--- src/rtl/rv523_pkg.sv ---
// Shared branch-compare definitions: FUNCT3 branch encodings, FSM state
// encoding and the branch-decision helpers used by the serial comparator.
package rv523_pkg;

    localparam logic [2:0] F3_BEQ  = 3'b000;
    localparam logic [2:0] F3_BNE  = 3'b001;
    localparam logic [2:0] F3_BLT  = 3'b100;
    localparam logic [2:0] F3_BGE  = 3'b101;
    localparam logic [2:0] F3_BLTU = 3'b110;
    localparam logic [2:0] F3_BGEU = 3'b111;

    typedef enum logic [1:0] {
        ST_IDLE   = 2'd0,
        ST_SHIFT  = 2'd1,
        ST_RESULT = 2'd2
    } state_t;

    // 010 and 011 are the only encodings without a branch meaning
    function automatic logic f3_illegal(input logic [2:0] f3);
        return (f3[2:1] == 2'b01);
    endfunction

    function automatic logic branch_taken(input logic [2:0] f3,
                                          input logic       eq,
                                          input logic       lt,
                                          input logic       ltu);
        logic t;
        case (f3)
            F3_BEQ:  t = eq;
            F3_BNE:  t = ~eq;
            F3_BLT:  t = lt;
            F3_BGE:  t = ~lt;
            F3_BLTU: t = ltu;
            F3_BGEU: t = ~ltu;
            default: t = 1'b0;
        endcase
        return t;
    endfunction

endpackage

--- src/rtl/cmp_bit_slice.sv ---
// One LSB-first compare step: next EQ / LT / LTU accumulators from the
// current bit pair and the running accumulators.
module cmp_bit_slice (
    input  logic first,
    input  logic msb,
    input  logic rs1_bit,
    input  logic rs2_bit,
    input  logic eq_acc,
    input  logic lt_acc,
    input  logic ltu_acc,
    output logic eq_nxt,
    output logic lt_nxt,
    output logic ltu_nxt
);

    logic diff;

    assign diff = rs1_bit ^ rs2_bit;

    // On the first bit the accumulators start from EQ=1, LT=LTU=0
    assign eq_nxt  = ~diff & (first | eq_acc);
    assign ltu_nxt = diff ? rs2_bit : (~first & ltu_acc);
    // A differing sign bit decides signed order the opposite way round
    assign lt_nxt  = diff ? (msb ? rs1_bit : rs2_bit) : (~first & lt_acc);

endmodule

--- src/rtl/branch_cmp_serial.sv ---
// Bit-serial RISC-V branch comparator: consumes rs1/rs2 LSB first, one bit
// pair per cycle, and reports the branch decision XLEN cycles after START.
module branch_cmp_serial
    import rv523_pkg::*;
#(
    parameter int XLEN = 32
) (
    input  logic       CLK,
    input  logic       RST_N,
    input  logic       START,
    input  logic [2:0] FUNCT3,
    input  logic       RS1_BIT,
    input  logic       RS2_BIT,
    output logic       BUSY,
    output logic       DONE,
    output logic       TAKEN,
    output logic       ILLEGAL
);

    localparam int            CW   = $clog2(XLEN);
    localparam logic [CW-1:0] LAST = CW'(XLEN - 1);

    state_t        state;
    state_t        state_nxt;
    logic [CW-1:0] cnt;
    logic [2:0]    f3_q;
    logic          eq_acc;
    logic          lt_acc;
    logic          ltu_acc;
    logic          eq_nxt;
    logic          lt_nxt;
    logic          ltu_nxt;
    logic          accept;
    logic          msb;

    always_comb begin
        state_nxt = state;
        accept    = 1'b0;
        case (state)
            ST_IDLE, ST_RESULT: begin
                if (START) begin
                    accept    = 1'b1;
                    state_nxt = ST_SHIFT;
                end else begin
                    state_nxt = ST_IDLE;
                end
            end
            ST_SHIFT: begin
                if (cnt == LAST) begin
                    state_nxt = ST_RESULT;
                end
            end
            default: state_nxt = ST_IDLE;
        endcase
    end

    assign msb = (state == ST_SHIFT) && (cnt == LAST);

    cmp_bit_slice u_slice (
        .first   (accept),
        .msb     (msb),
        .rs1_bit (RS1_BIT),
        .rs2_bit (RS2_BIT),
        .eq_acc  (eq_acc),
        .lt_acc  (lt_acc),
        .ltu_acc (ltu_acc),
        .eq_nxt  (eq_nxt),
        .lt_nxt  (lt_nxt),
        .ltu_nxt (ltu_nxt)
    );

    always_ff @(posedge CLK or negedge RST_N) begin
        if (!RST_N) begin
            state   <= ST_IDLE;
            cnt     <= '0;
            f3_q    <= F3_BEQ;
            eq_acc  <= 1'b1;
            lt_acc  <= 1'b0;
            ltu_acc <= 1'b0;
        end else begin
            state <= state_nxt;
            if (accept) begin
                f3_q    <= FUNCT3;
                cnt     <= CW'(1);
                eq_acc  <= eq_nxt;
                lt_acc  <= lt_nxt;
                ltu_acc <= ltu_nxt;
            end else if (state == ST_SHIFT) begin
                // Hold at the last index rather than wrapping
                if (cnt != LAST) begin
                    cnt <= cnt + CW'(1);
                end
                eq_acc  <= eq_nxt;
                lt_acc  <= lt_nxt;
                ltu_acc <= ltu_nxt;
            end
        end
    end

    assign BUSY    = (state == ST_SHIFT);
    assign DONE    = (state == ST_RESULT);
    assign TAKEN   = DONE & branch_taken(f3_q, eq_acc, lt_acc, ltu_acc);
    assign ILLEGAL = DONE & f3_illegal(f3_q);

endmodule

--- config.mk ---
export PLATFORM = sky130hd
export DESIGN_NAME = branch_cmp_serial
export DESIGN_NICKNAME = d
export VERILOG_FILES = /design/src/rtl/rv523_pkg.sv /design/src/rtl/cmp_bit_slice.sv /design/src/rtl/branch_cmp_serial.sv
export SDC_FILE = /design/constraint.sdc
export NUM_CORES = 1
export LEC_CHECK = 0
export ABC_AREA = 0
export CAP_MARGIN = 20
export CORE_UTILIZATION = 47
export CTS_BUF_LIST = sky130_fd_sc_hd__clkbuf_4 sky130_fd_sc_hd__clkbuf_8
export DETAILED_ROUTE_END_ITERATION = 12
export PLACE_DENSITY = 0.78
export SETUP_SLACK_MARGIN = 0.1
export SLEW_MARGIN = 20
export SYNTH_ARGS = -nofsm -noshare
export SYNTH_HDL_FRONTEND = slang
export SYNTH_SLANG_ARGS = --single-unit
--- constraint.sdc ---
create_clock -name CLK -period 1.78 [get_ports CLK]
set_input_delay 0.356 -clock CLK [delete_from_list [all_inputs] [get_ports CLK]]
set_output_delay 0.356 -clock CLK [all_outputs]
set_load 0.05 [all_outputs]
# Yosys cells after proc, flatten, opt, wreduce, memory -nomap -nowiden
# Index checks and enable logic that the tools add are counted.
# op_classes
addsub	1
n_eq_ne	11
mux	18
bitwise	12
reduce_logical	7
# op_table
operator	count
$mux 5	3
$eq 3x3->1 const B	4
$mux 1	12
$pmux 1 s6	1
$add 5x1->5 const B	1
$and 1x1->1	5
$eq 5x5->1 const B	1
$ne 5x5->1 const B	1
$not 1->1	5
$eq 2x1->1 const B	2
$pmux 2 s2	1
$reduce_bool 2->1	2
$eq 3x1->1 const B	1
$logic_not 3->1	1
$eq 2x2->1 const B	1
$logic_not 2->1	1
$mux 2	1
$ne 2x1->1 const B	1
$reduce_and 2->1	1
$reduce_or 2->1	1
$logic_and 1x1->1	1
$or 1x1->1	1
$xor 1x1->1	1
# word_totals
ff_bits	13
output_inout_bits	4
elab_cells	55

# Longest topological paths before layout
# Gate-level depths: netlist (run 1).
# logic_depth
depth_word	8
depth_mapped	6
ltp_nobuf	6

# By module
# Synthesis (run 1) repeated with hierarchy kept, for this count alone.
# unflattened
cells_unflattened	73
hier_area_um2	705.7
# modules_own_cells
mod	instances	cells_each	area_each_um2	seq_area_each_um2
branch_cmp_serial	1	62	625.6	326.6
cmp_bit_slice	1	11	80.1	0.0

# Least setup slack after synthesis (run 1)
# No wires, ideal clock.
# synth_timing
kind	register to output
from	register state[0]
to	output port TAKEN
arrival_time_ns	2.104
required_ns	1.424
path_slack_ns	-0.680
path_stages_with_launch	4
path_buffers	0
cell_sequence	dfrtp_1 -> and2b_1 -> nand2_1 -> o21ai_0
# synth_via
elab_chain_len	2
# synth_rtl
item	line_no	source
start: declaration	branch_cmp_serial.sv:23	state_t state;
start signal: assignment	branch_cmp_serial.sv:81	state <= state_nxt;
$eq 2x2->1	branch_cmp_serial.sv:101	assign DONE = (state == ST_RESULT);
named net DONE	branch_cmp_serial.sv:15	output logic DONE,
$and 1x1->1	branch_cmp_serial.sv:102	assign TAKEN = DONE & branch_taken(f3_q, eq_acc, lt_acc, ltu_acc);
end: declaration	branch_cmp_serial.sv:16	output logic TAKEN,
# The timed path passes the listed nets, and every way through them passes these cells.

# Final worst setup path (run 1)
# layout_timing
from	register f3_q[1]
to	output port TAKEN
# layout_via
elab_chain_len	3
word_cells_on_any_way	8
classes_between	eq/ne (5); mux (1); bitwise (1); reduce/logical (1)
# layout_rtl
item	line_no	source
start: declaration	branch_cmp_serial.sv:26	logic [2:0] f3_q;
start signal: assignment	branch_cmp_serial.sv:76	f3_q <= F3_BEQ;
start signal: assignment	branch_cmp_serial.sv:83	f3_q <= FUNCT3;
$eq 3x3->1 (tied with other cells)	rv523_pkg.sv:28	case (f3)
$pmux 1 s6 *	rv523_pkg.sv:28	
$and 1x1->1 *	branch_cmp_serial.sv:102	
# Every way passes the cells marked *; elsewhere a longest branch is shown, timed or not.

==> impl_metrics.py, run 1 <==
metrics = {
    "critical_path": {
        "cp.arrival_ns": 1.37,
        "path_buf_inv": 1,
        "critical_path.max_fanout": 2,
        "crit_slowest_cell": "dfrtp_1",
        "required_ns": 1.42,
        "crit_chain": "mux2i_1 -> xor2_1 -> o21ai_4 -> buf_12",
        "cpPeakStageDelay_ns": 0.38,
        "path_depth": 4,
        "crit_type": "reg -> out",
        "cpLargestDelayFamily": "flip-flops",
        "crit_path_start_kind": "flip-flop",
        "cp-end-kind": "output port",
        "rr_worst_depth": 6,
    },
    "routing": {
        "antenna_left": 0,
        "routed_wl_um": 1430,
        "drc": 0,
        "viasPerCell": 5.28,
        "wire_per_inst_um": 13.7,
        "drt_iter0_markers": 8,
        "via_count": 549,
        "first_pass_iters": 2,
    },
    "logic_synthesis": {
        "synth_edf_count": 0,
        "synth_top_area_share_pct": 44.5,
        "synthArstFlopShare_pct": 100,
        "ys.warnings.count": 0,
        "ys_types": 25,
        "seq_area_frac_synth_pct": 48.4,
        "ys.flop_type": "dfrtp_1",
        "netlist_top_cells_area": "dfrtp_1 45%, nand2_1 9.5%, mux2i_1 5.9%, dfstp_2 3.9%, xor2_1 3.9%",
        "synthesis.area_um2": 674,
        "postSynthCellCount": 69,
        "yosysMostFrequentCell": "nand2_1",
        "synth_common_cells": "17 x nand2_1, 12 x dfrtp_1, 5 x o21ai_0",
        "synth_seq_cells": 13,
        "synth_top_area_cell": "dfrtp_1",
        "postSynthNetCount": 79,
        "synth.avg_cell_area_um2": 9.77,
    },
    "timing": {
        "hold_violations": 0,
        "tns_ns": 0,
        "max_freq_mhz": 578,
        "slew-limit-headroom_pct": 60.5,
        "period_needed_ns": 1.73,
        "fin_crit_sh_pct": 97.2,
        "finalSetupViolCount": 0,
        "worstMarginPinSlew_ns": 0.591,
        "clock_skew_ns": 0.00410,
        "worst_slack_ns": 0.0491,
        "rsz0062_at_grt": "yes",
        "slew_viol_final": 0,
    },
    "power": {
        "power_density_nw_per_um2": 1380,
        "leakagePower_nw": 0.446,
        "fin_total_pwr_mw": 1.32,
        "ir_worst_vdd_uv": 762,
    },
    "run_status": {
        "status": "finished clean",
    },
    "cells_and_area": {
        "n_fill_cell": 91,
        "nNetsFinal": 100,
        "syn2layout_area_growth_pct": 41.4,
        "register_area_um2": 327,
        "n_antenna_cell": 0,
        "multi_input_area_um2": 372,
        "layout-drive-gt1-share_pct": 27.0,
    },
    "global_routing": {
        "grt_pass1_vias": 499,
        "grt_usage_pct": 21.7,
        "grt_max_degree": 14,
        "grt_pass1_wl_um": 2170,
        "antenna_found_initial": 0,
        "grt-ovfl-total": 0,
    },
    "clocking": {
        "cts_root_buf": "clkbuf_4",
        "clockBufferDepth": 2,
        "hold_buffers": 0,
        "clk_latency_ns": 0.28,
        "cts_buffers": 3,
        "clk_pin_slew_ns": 0.08,
        "htreeDepth": 1,
        "clkSinkCount": 13,
        "cts_tree": "done",
    },
    "floorplanning": {
        "start_util_pct": 51.2,
        "ios": 12,
        "die-height_um": 39.9,
        "rows": 13,
        "design.core.area_um2": 1320,
        "die-width_um": 39.9,
        "die_area_um2": 1590,
    },
    "placed_design": {
        "gp_congestion": 0.725,
        "dp_hpwl_um": 976,
        "portBuffers": 11,
        "post-place-ws_ns": 0.103,
    },
    "run": {
        "cap_viol_max_count": 0,
    },
    "worst_hold_path": {
        "min_path_type": "in -> async",
    },
}
[state kept, by name, summed over array words and instances, names as in the netlist]
| signal | cells |
|---|---|
| state | 2 |
| f3_q | 3 |
| eq_acc | 1 |
| lt_acc | 1 |
| cnt | 5 |
| ltu_acc | 1 |
[stage by stage]
step,instances,util (%),cell area (µm²),hold slack [ns]
after CTS,103,70.5,928,0.470
after global placement,95,65.4,862,0.464
final,104,72.4,953,0.445
after global routing,104,72.4,953,0.489
after detailed placement,95,65.4,862,0.482
after floorplan,69,-,688,0.0604
[final cells by class]
type                            count  share of cell area, %
Multi-Input combinational cell     54                   39.0
Sequential cell                    13                   34.3
Timing Repair Buffer               18                   21.7
Clock buffer                        4                   3.15
Tap cell                           15                   1.97
[final timing paths]
kind	end	startpoint	slack [ns]
worst max register to register	cnt[3]	cnt[0]	0.20
worst min register to register	cnt[0]	cnt[0]	0.49
min in group CLK	cnt[0]	cnt[0]	0.49
max in group asynchronous	f3_q[0]	RST_N	0.95
worst max-delay path	TAKEN	f3_q[1]	0.05
worst min-delay path	ltu_acc	RST_N	0.45
[timing repair]
item	4_1_cts	5_1_grt
endpoints found under the setup margin	3	6
setup buffers	4	1
gates cloned	0	0
pin swaps	3	1
resized for setup	2	3
[per-layer routing]
layer | vias to the layer above | GRT usage, % | routed length, µm
met5 | - | 0 | 0
met4 | 0 | 7.76 | 11
met3 | 2 | 5.11 | 34
met2 | 7 | 37.9 | 753
met1 | 265 | 25.0 | 630
li1 | 275 | - | -
[cells in the final DEF, fill, tap and decap left out, drive strengths merged]
cell type	netlist	layout
clkbuf	0	4
o21ai	5	5
and2b	2	2
ha	2	2
nor3	1	1
nand2	17	17
clkdlybuf4s50	0	7
nor2	2	2
nor2b	1	1
nor3b	1	1
xor2	3	3
buf	2	11
o21a	1	1
a21oi	1	1
nand3	2	2
nand3b	1	1
mux2i	4	4
a22oi	2	2
and3b	1	1
and3	1	1
nand4	1	1
o211ai	1	1
dfrtp	12	12
nand2b	3	3
dfstp	1	1
or2	1	1
and2	1	1
[report_power, final]
group / internal [mW] / switching, mW
Combinational: 0.299 / 0.285
Clock: 0.102 / 0.0997
Sequential: 0.429 / 0.104
[logic make-up after synthesis]
logic type,count (synthesis),synth area share [%]
muxes,4,5.94
buffers and inverters,2,1.48
adders and majority gates,2,3.71
xor gates and xnor gates,3,3.90
and+or+nand+nor,35,27.6
AOI/OAI and AO/OA,10,8.90
DFF,13,48.4
Note: power is estimated with default switching activity, not from simulation.
==> inputs of run 2 (changes only) <==
--- a/config.mk
+++ b/config.mk
@@ -7,10 +7,10 @@
 export LEC_CHECK = 0
 export ABC_AREA = 0
 export CAP_MARGIN = 20
-export CORE_UTILIZATION = 47
+export CORE_UTILIZATION = 50
 export CTS_BUF_LIST = sky130_fd_sc_hd__clkbuf_4 sky130_fd_sc_hd__clkbuf_8
 export DETAILED_ROUTE_END_ITERATION = 12
-export PLACE_DENSITY = 0.78
+export PLACE_DENSITY = 0.79
 export SETUP_SLACK_MARGIN = 0.1
 export SLEW_MARGIN = 20
 export SYNTH_ARGS = -nofsm -noshare
==> constraint.sdc (replaced) <==
create_clock -name CLK -period 1.6 [get_ports CLK]
set_input_delay 0.32 -clock CLK [delete_from_list [all_inputs] [get_ports CLK]]
set_output_delay 0.32 -clock CLK [all_outputs]
set_load 0.05 [all_outputs]
==> run 2 against run 1 <==
  * First-iteration DRC count is 63% higher
  * Cell area grew 11%
  * Hold slack worse by 0.10 ns
  * The run now ends with setup timing left
  * Via count is 9.1% higher
==> impl_metrics.py, run 2 (same netlist as run 1, synthesis figures left out) <==
metrics = {
    "run_status": {
        "status": "complete, but fails checks",
        "violations": "setup timing",
    },
    "placed_design": {
        "portBuffers": 11,
        "dp_hpwl_um": 1040,
        "placedCellCount": 96,
        "gp_congestion": 0.781,
        "post-place-ws_ns": 0.0250,
    },
    "clocking": {
        "cts_buffers": 3,
        "hold_buffers": 0,
        "clk_latency_ns": 0.27,
        "clk_pin_slew_ns": 0.09,
        "cts_root_buf": "clkbuf_4",
        "clockBufferDepth": 2,
        "htreeDepth": 1,
        "cts_tree": "done",
        "clkSinkCount": 13,
    },
    "timing": {
        "clock_skew_ns": 0.00449,
        "worst_slack_ns": -0.101,
        "hold_violations": 0,
        "slew-limit-headroom_pct": 77.3,
        "finalSetupViolCount": 4,
        "period_needed_ns": 1.70,
        "rsz0062_at_grt": "yes",
        "fin_crit_sh_pct": 106,
        "max_freq_mhz": 588,
        "slew_viol_final": 0,
        "worstMarginPinSlew_ns": 0.340,
    },
    "floorplanning": {
        "design.core.area_um2": 1190,
        "ios": 12,
        "rows": 12,
        "die-width_um": 38.7,
        "die-height_um": 38.7,
        "start_util_pct": 56.9,
        "die_area_um2": 1500,
    },
    "global_routing": {
        "grt_usage_pct": 26.0,
        "grt-ovfl-total": 0,
        "grt_pass1_wl_um": 2540,
        "grt_pass1_vias": 586,
        "grt_max_degree": 14,
        "antenna_found_initial": 0,
    },
    "routing": {
        "first_pass_iters": 4,
        "drc": 0,
        "routed_wl_um": 1750,
        "antenna_left": 0,
        "wire_per_inst_um": 15.5,
        "via_count": 599,
        "viasPerCell": 5.30,
        "drt_iter0_markers": 13,
    },
    "cells_and_area": {
        "layout-drive-gt1-share_pct": 40.4,
        "syn2layout_area_growth_pct": 56.4,
        "final_common_cell": "nand2_1",
        "largest_reg_flops": 5,
        "largest_register": "cnt",
        "largest_registers": "cnt: 5 flops, f3_q: 3 flops, state: 2 flops",
        "fin_cells": 113,
        "layout_common_cells": "15 x nand2_1, 14 x buf_4, 11 x dfrtp_1, 7 x clkdlybuf4s50_1, 4 x buf_12",
        "nNetsFinal": 110,
        "fin_util_pct": 88.9,
        "n_antenna_cell": 0,
    },
    "power": {
        "seqPwrFrac_pct": 35.7,
        "p_switching_mw": 0.634,
        "power_density_nw_per_um2": 1570,
        "intPower_mw": 1.02,
        "p_clk_share_pct": 12.3,
        "p_comb_share_pct": 52.0,
        "swShare_pct": 38.2,
        "leakagePower_nw": 0.508,
        "ir_worst_vdd_uv": 1300,
    },
    "critical_path": {
        "critical_path.max_fanout": 2,
        "crit_path_start_kind": "flip-flop",
        "r2r-start": "cnt[1]",
        "crit_type": "reg -> out",
        "crit_start": "f3_q[1]",
        "cp.arrival_ns": 1.38,
        "cp-end-kind": "output port",
        "required_ns": 1.28,
    },
    "run": {
        "cap_viol_max_count": 0,
    },
    "worst_hold_path": {
        "min_path_type": "in -> async",
    },
}
==> run 2: changes by cell type in the layout (fill, tap and decap cells not counted), moves of 2 or more <==
cell	change
nand2_1	-2
o21ai_1	+2
o21ai_0	-2
buf_6	+2
nand2_2	+2
buf_4	+8
==> run 2: critical path: stages, from the launching register on <==
cell,delay (ns)
dfrtp_1,0.38
mux2i_1,0.24
xor2_1,0.26
o21ai_4,0.08
buf_12,0.15
==> run 2: final timing paths <==
kind                            depth (start not counted)       to  slack [ns]
worst max-delay path                                    4    TAKEN       -0.10
worst min-delay path                                    2  f3_q[2]        0.34
worst max register to register                          8   cnt[0]       -0.05
worst min register to register                          1   cnt[2]        0.54
max in group asynchronous                               2   eq_acc        1.02
min in group CLK                                        1   cnt[2]        0.54
==> run 2: what timing repair did <==
item                                    in CTS  in global routing
gates cloned                                 0                  0
pin swaps                                    6                  6
gates resized for setup                      4                  7
setup buffers                                9                  4
endpoints found under the setup margin       9                 10
==> run 2: per-stage QoR <==
| step | TNS (ns) | area [µm²] | hold slack [ns] | total power [mW] |
|---|---|---|---|---|
| floorplan | 0 | 711 | 0.0244 | 0.997 |
| global placement | 0 | 898 | 0.473 | 1.17 |
| detailed placement | 0 | 898 | 0.492 | 1.21 |
| CTS | -0.117 | 1010 | 0.349 | 1.53 |
| global route | -0.554 | 1050 | 0.344 | 1.77 |
| finish | -0.164 | 1050 | 0.345 | 1.66 |
==> run 2: cell type report <==
type                    instances  area [µm²]
multi-input cells              54         393
flip-flops and latches         13         328
repair buffers                 28         289
fillers                        57         131
clock buffers                   3        22.5
well taps                      14        17.5
clock inverters                 1        5.00
==> run 2: routing by layer <==
layer | vias to the layer above | wire length [µm] | track usage [%]
li1 | 295 | - | -
met3 | 2 | 45 | 5.20
met4 | 0 | 10 | 11.2
met2 | 17 | 985 | 45.0
met5 | - | 0 | 0
met1 | 285 | 708 | 30.6
==> run 2: power groups by stage <==
stage	combinational [mW]	sequential, mW	clock, mW
2_1_floorplan	0.415	0.582	0
3_3_place_gp	0.570	0.605	0
3_5_place_dp	0.594	0.611	0
4_1_cts	0.731	0.587	0.208
5_1_grt	0.931	0.605	0.230
6_report	0.862	0.592	0.205
==> edit 1 (settings of run 2) <==
Make the reset (`RST_N`) synchronous in one clocked block.
--- a/src/rtl/branch_cmp_serial.sv
+++ b/src/rtl/branch_cmp_serial.sv
@@ -70,5 +70,5 @@
     );
 
-    always_ff @(posedge CLK or negedge RST_N) begin
+    always_ff @(posedge CLK) begin
         if (!RST_N) begin
             state   <= ST_IDLE;
Check against the original RTL: differs if RST_N is asserted again (counterexample within 4 cycles, from zero or initial values and one cycle with RST_N low); with RST_N held inactive, the same outputs for 10 cycles.
==> edit 1 against run 2 <==
The run still ends with negative setup slack left; via count up 40%; worst hold slack better by 0.18 ns; wire length up 59%; final area up 7.1%; setup slack worse by 0.16 ns; synthesized area up 1.9%; synthesized cell count up 12%; sequential cell count unchanged; global-route usage up 3.8 points; critical path type unchanged; highest routed layer unchanged.
Power is not compared: it rests on default switching activity, and its combinational part moved more than twofold at a synthesized area within 25%.
==> edit 1: results (changes against run 2) <==
* Run status: finished, violations left
* Violated checks: negative setup slack
* Total of endpoints with negative setup slack in the final report at 2 (-2)
* Most instantiated library cell after synthesis: sky130_fd_sc_hd__dfxtp_1
* Number of vias after detailed routing at 837 (+40%)
* Buffer type at the clock tree root: sky130_fd_sc_hd__clkbuf_4
* Antenna fix cells at 0 (unchanged)
* Register-to-Register Setup Slack at -0.20 ns (-0.15 ns)
* Worst hold path type: reg -> reg
* Aggregate negative setup slack at -0.461 ns (-0.297 ns)
* Post-route worst setup slack at -0.257 ns (-0.156 ns)
* Layout cells sized above 1 at 0.453 (+0.0488)
* First-iteration detailed-routing DRC count at 44 (+31)
* Post-detail-place hpwl at 1.18 mm (+13%)
* 1st-pass router iterations at 5 (+1)
* Top post-synthesis cells by count: sky130_fd_sc_hd__dfxtp_1, sky130_fd_sc_hd__nand2_1, sky130_fd_sc_hd__a21boi_1
* Startpoint of the worst setup timing path: f3_q[2]
* Worst-path maximum fanout at 4 (+2)
* Final clock skew at 0.00102 ns (-0.00347 ns)
* End of the worst register-to-register path: cnt[3]
* Placement Setup Slack at -0.0594 ns (-0.0844 ns)
* Number of nets in the layout at 117 (+6.4%)
* Sequential area share after synthesis at 0.379 (-0.105)
* Pin slew with the least headroom to its limit at 0.358 ns (+0.0179 ns)
* Share of synthesized registers carrying an async set or reset at 0 (-1.00)
* Routed WL per cell at 23.1 um (+49%)
* Via count of the first global-routing pass at 625 (+6.7%)
* Tot GR Track Use at 0.298 (+0.0383)
* Unique masters post-synth at 33 (+32%)
* Launch point of the worst reg-to-reg path: cnt[0]
* Syn nets at 87 (+10%)
* Routability cong. at 0.739 (-5.4%)
* Largest net degree at the start of global routing at 9 (-5)
* Biggest area contributors in the synthesized netlist: sky130_fd_sc_hd__dfxtp_1, sky130_fd_sc_hd__a21boi_1, sky130_fd_sc_hd__nand2_1, sky130_fd_sc_hd__ha_1, sky130_fd_sc_hd__nor2b_1
* Arrival time of the worst setup path at 1.54 ns (+0.16 ns)
## edit 1: per-stage QoR
step	cell area [um^2]	std cells
6_report	1130	120
5_1_grt	1130	120
4_1_cts	1060	116
3_5_place_dp	973	110
3_3_place_gp	973	110
2_1_floorplan	748	77
## edit 1: worst max-delay path by stage
stage	endpoint	slack [ns]	cells past startpoint
6_report	TAKEN	-0.26	4
5_1_grt	TAKEN	-0.28	4
3_5_place_dp	cnt[3]	-0.06	6
4_1_cts	TAKEN	-0.21	4
3_3_place_gp	cnt[3]	-0.03	6
2_1_floorplan	cnt[3]	-0.07	6
## edit 1: power by group
part	internal [mW]	switching [mW]	leakage (nW)
clock	0.114	0.114	0.0184
sequential	0.340	0.0246	0.109
combinational	0.0986	0.0983	0.333
## edit 1: final cells by class
cell class                 count  area [um^2]
clock buffer                   4         30.0
timing repair buffer          27          285
tap                           14         17.5
sequential                    13          274
fill                          31         56.3
multi-input combinational     60          515
inverter                       2         7.51
## edit 1: what timing repair did
action / in CTS / in global routing
setup endpoints to repair: 9 / 10
resized for setup: 13 / 9
buffers inserted: 2 / 5
hold buffers: 0 / 0
pin swaps: 12 / 4
## edit 1: cell families (layout without fill, tap and decap cells)
group | count (synthesis) | count (layout) | share of synthesized area
mux | 1 | 1 | 0.0146
xor+xnor | 4 | 4 | 0.0510
buf+inv | 4 | 33 | 0.0219
fa+ha+maj | 2 | 2 | 0.0364
flops | 13 | 13 | 0.379
compound gates | 20 | 20 | 0.209
simple gates | 33 | 33 | 0.288
## edit 1: worst max-delay path, stage by stage, from the launching register on
cell	delay [ns]
sky130_fd_sc_hd__dfxtp_4	0.39
sky130_fd_sc_hd__mux2i_2	0.25
sky130_fd_sc_hd__xor2_1	0.15
sky130_fd_sc_hd__o41ai_4	0.29
sky130_fd_sc_hd__buf_12	0.18
## edit 1: metal layers
| layer | up-vias | global-route usage | routed length [um] |
|---|---|---|---|
| li1 | 338 | - | - |
| met1 | 373 | 0.346 | 948 |
| met2 | 97 | 0.504 | 1270 |
| met3 | 29 | 0.0636 | 357 |
| met4 | 0 | 0.155 | 194 |
| met5 | - | 0 | 0 |
==> edit 2 (settings of run 2) <==
Without the edit above. `XLEN`: 32 -> 64.
--- a/src/rtl/branch_cmp_serial.sv
+++ b/src/rtl/branch_cmp_serial.sv
@@ -4,5 +4,5 @@
     import rv523_pkg::*;
 #(
-    parameter int XLEN = 32
+    parameter int XLEN = 64
 ) (
     input  logic       CLK,
Function: same outputs for any inputs over 10 cycles, from zero or initial values and one cycle with RST_N low; that may be too few to reach the edited logic, so the function may still have changed.
==> edit 2 against run 2 <==
The flow still finishes with violations (negative setup slack); wire length shrank 3.7%; register-to-register slack better by 0.27 ns; non-clock buffer count is 4 lower; core utilization is 10 points lower; clock skew up 0.0060 ns; total power decreased by 5.4%; synthesized area grew 10%; worst hold slack worse by 0.019 ns; setup slack worse by 0.057 ns; die area up 9.7%; sequential cell count grew 1; final area decreased by 0.71%; critical path type unchanged; largest cell class unchanged.
==> edit 2: results (changes against run 2) <==
* Total of endpoints with negative setup slack in the final report at 1 (-3)
* Multi-input gate share of the layout cell area at 0.366 (-0.00689)
* Layout cells sized above 1 at 0.311 (-0.0927)
* Mux contribution to synthesized area at 0.0135 (-0.0459)
* Number of fill cells at 97 (+70%)
* Post CTS Setup Buffer Count at 2 (-7)
* Buffers excl. clock at 24 (-14%)
* First-iteration detailed-routing DRC count at 12 (-1)
* Placement Setup Slack at -0.0642 ns (-0.0893 ns)
* Tightest slew margin relative to the limit at 0.844 (+0.0710)
* Share of final layout cell area taken by clock buffers and inverters at 0.0287 (+0.00258)
* Placed Cells incl. Taps at 113 (+18%)
* Startpoint of the worst setup timing path: eq_acc
* Sequential area share after synthesis at 0.473 (-0.0112)
* Violated checks: negative setup slack
* Post-detail-place hpwl at 1.16 mm (+11%)
* Register-to-Register Setup Slack at 0.22 ns (+0.27 ns)
* Maximum vdd ir drop at 1090 uV (-16%)
* First-pass GRT wire length at 2.62 mm (+3.3%)
* Delay of the slowest cell on the worst path at 0.54 ns (+0.16 ns)
* Tot GR Track Use at 0.252 (-0.00802)
* Post-route worst setup slack at -0.158 ns (-0.0574 ns)
* Number of clock buffers in the layout at 4 (+1)
* Post-Place Cell Area at 970 um^2 (+7.9%)
* Synthesized instance count at 81 (+17%)
* Synthesized-area fraction occupied by ao, oa, aoi and oai cells at 0.146 (+0.0574)
* Arrival time of the worst setup path at 1.44 ns (+0.06 ns)
* Synth Area in XOR/XNOR at 0.0354 (-0.00361)
* Final clock skew at 0.0105 ns (+0.00598 ns)
* Multi-input gates at 60 (+11%)
* Total Wirelength at 1.68 mm (-3.7%)
* Run status: finished, violations left
* Count of sequential standard cells at 14 (+1)
* Library cell contributing the largest single delay on the critical path: sky130_fd_sc_hd__dfstp_2
* Via count of the first global-routing pass at 638 (+8.9%)
* Static leakage at 0.487 nW (-4.2%)
* Top post-synthesis cells by count: sky130_fd_sc_hd__nand2_1, sky130_fd_sc_hd__dfrtp_1, sky130_fd_sc_hd__o21ai_0
-- edit 2: cell types whose count changed after synthesis, moves of 2 or more --
cell                       before  now
sky130_fd_sc_hd__nor3_1         1    4
sky130_fd_sc_hd__and2b_1        2    0
sky130_fd_sc_hd__mux2i_1        4    1
sky130_fd_sc_hd__a22oi_1        2    0
sky130_fd_sc_hd__a211oi_1       0    2
sky130_fd_sc_hd__inv_1          0    4
sky130_fd_sc_hd__nor2_1         2    4
sky130_fd_sc_hd__buf_2          2    0
sky130_fd_sc_hd__a31oi_1        0    2
-- edit 2: power groups by stage --
stage                     logic, mW  clock network (mW)  registers [mW]
after detailed placement      0.589                   0           0.665
after global routing          0.768               0.258           0.676
after global placement        0.573                   0           0.655
final                         0.681               0.229           0.658
after CTS                     0.633               0.230           0.653
after floorplan               0.408                   0           0.631
-- edit 2: layer usage --
metal	global-route usage	routed length, um	up-vias
li1	-	-	330
met4	0.125	23	0
met3	0.0611	101	4
met1	0.300	697	320
met2	0.417	861	21
met5	0	0	-
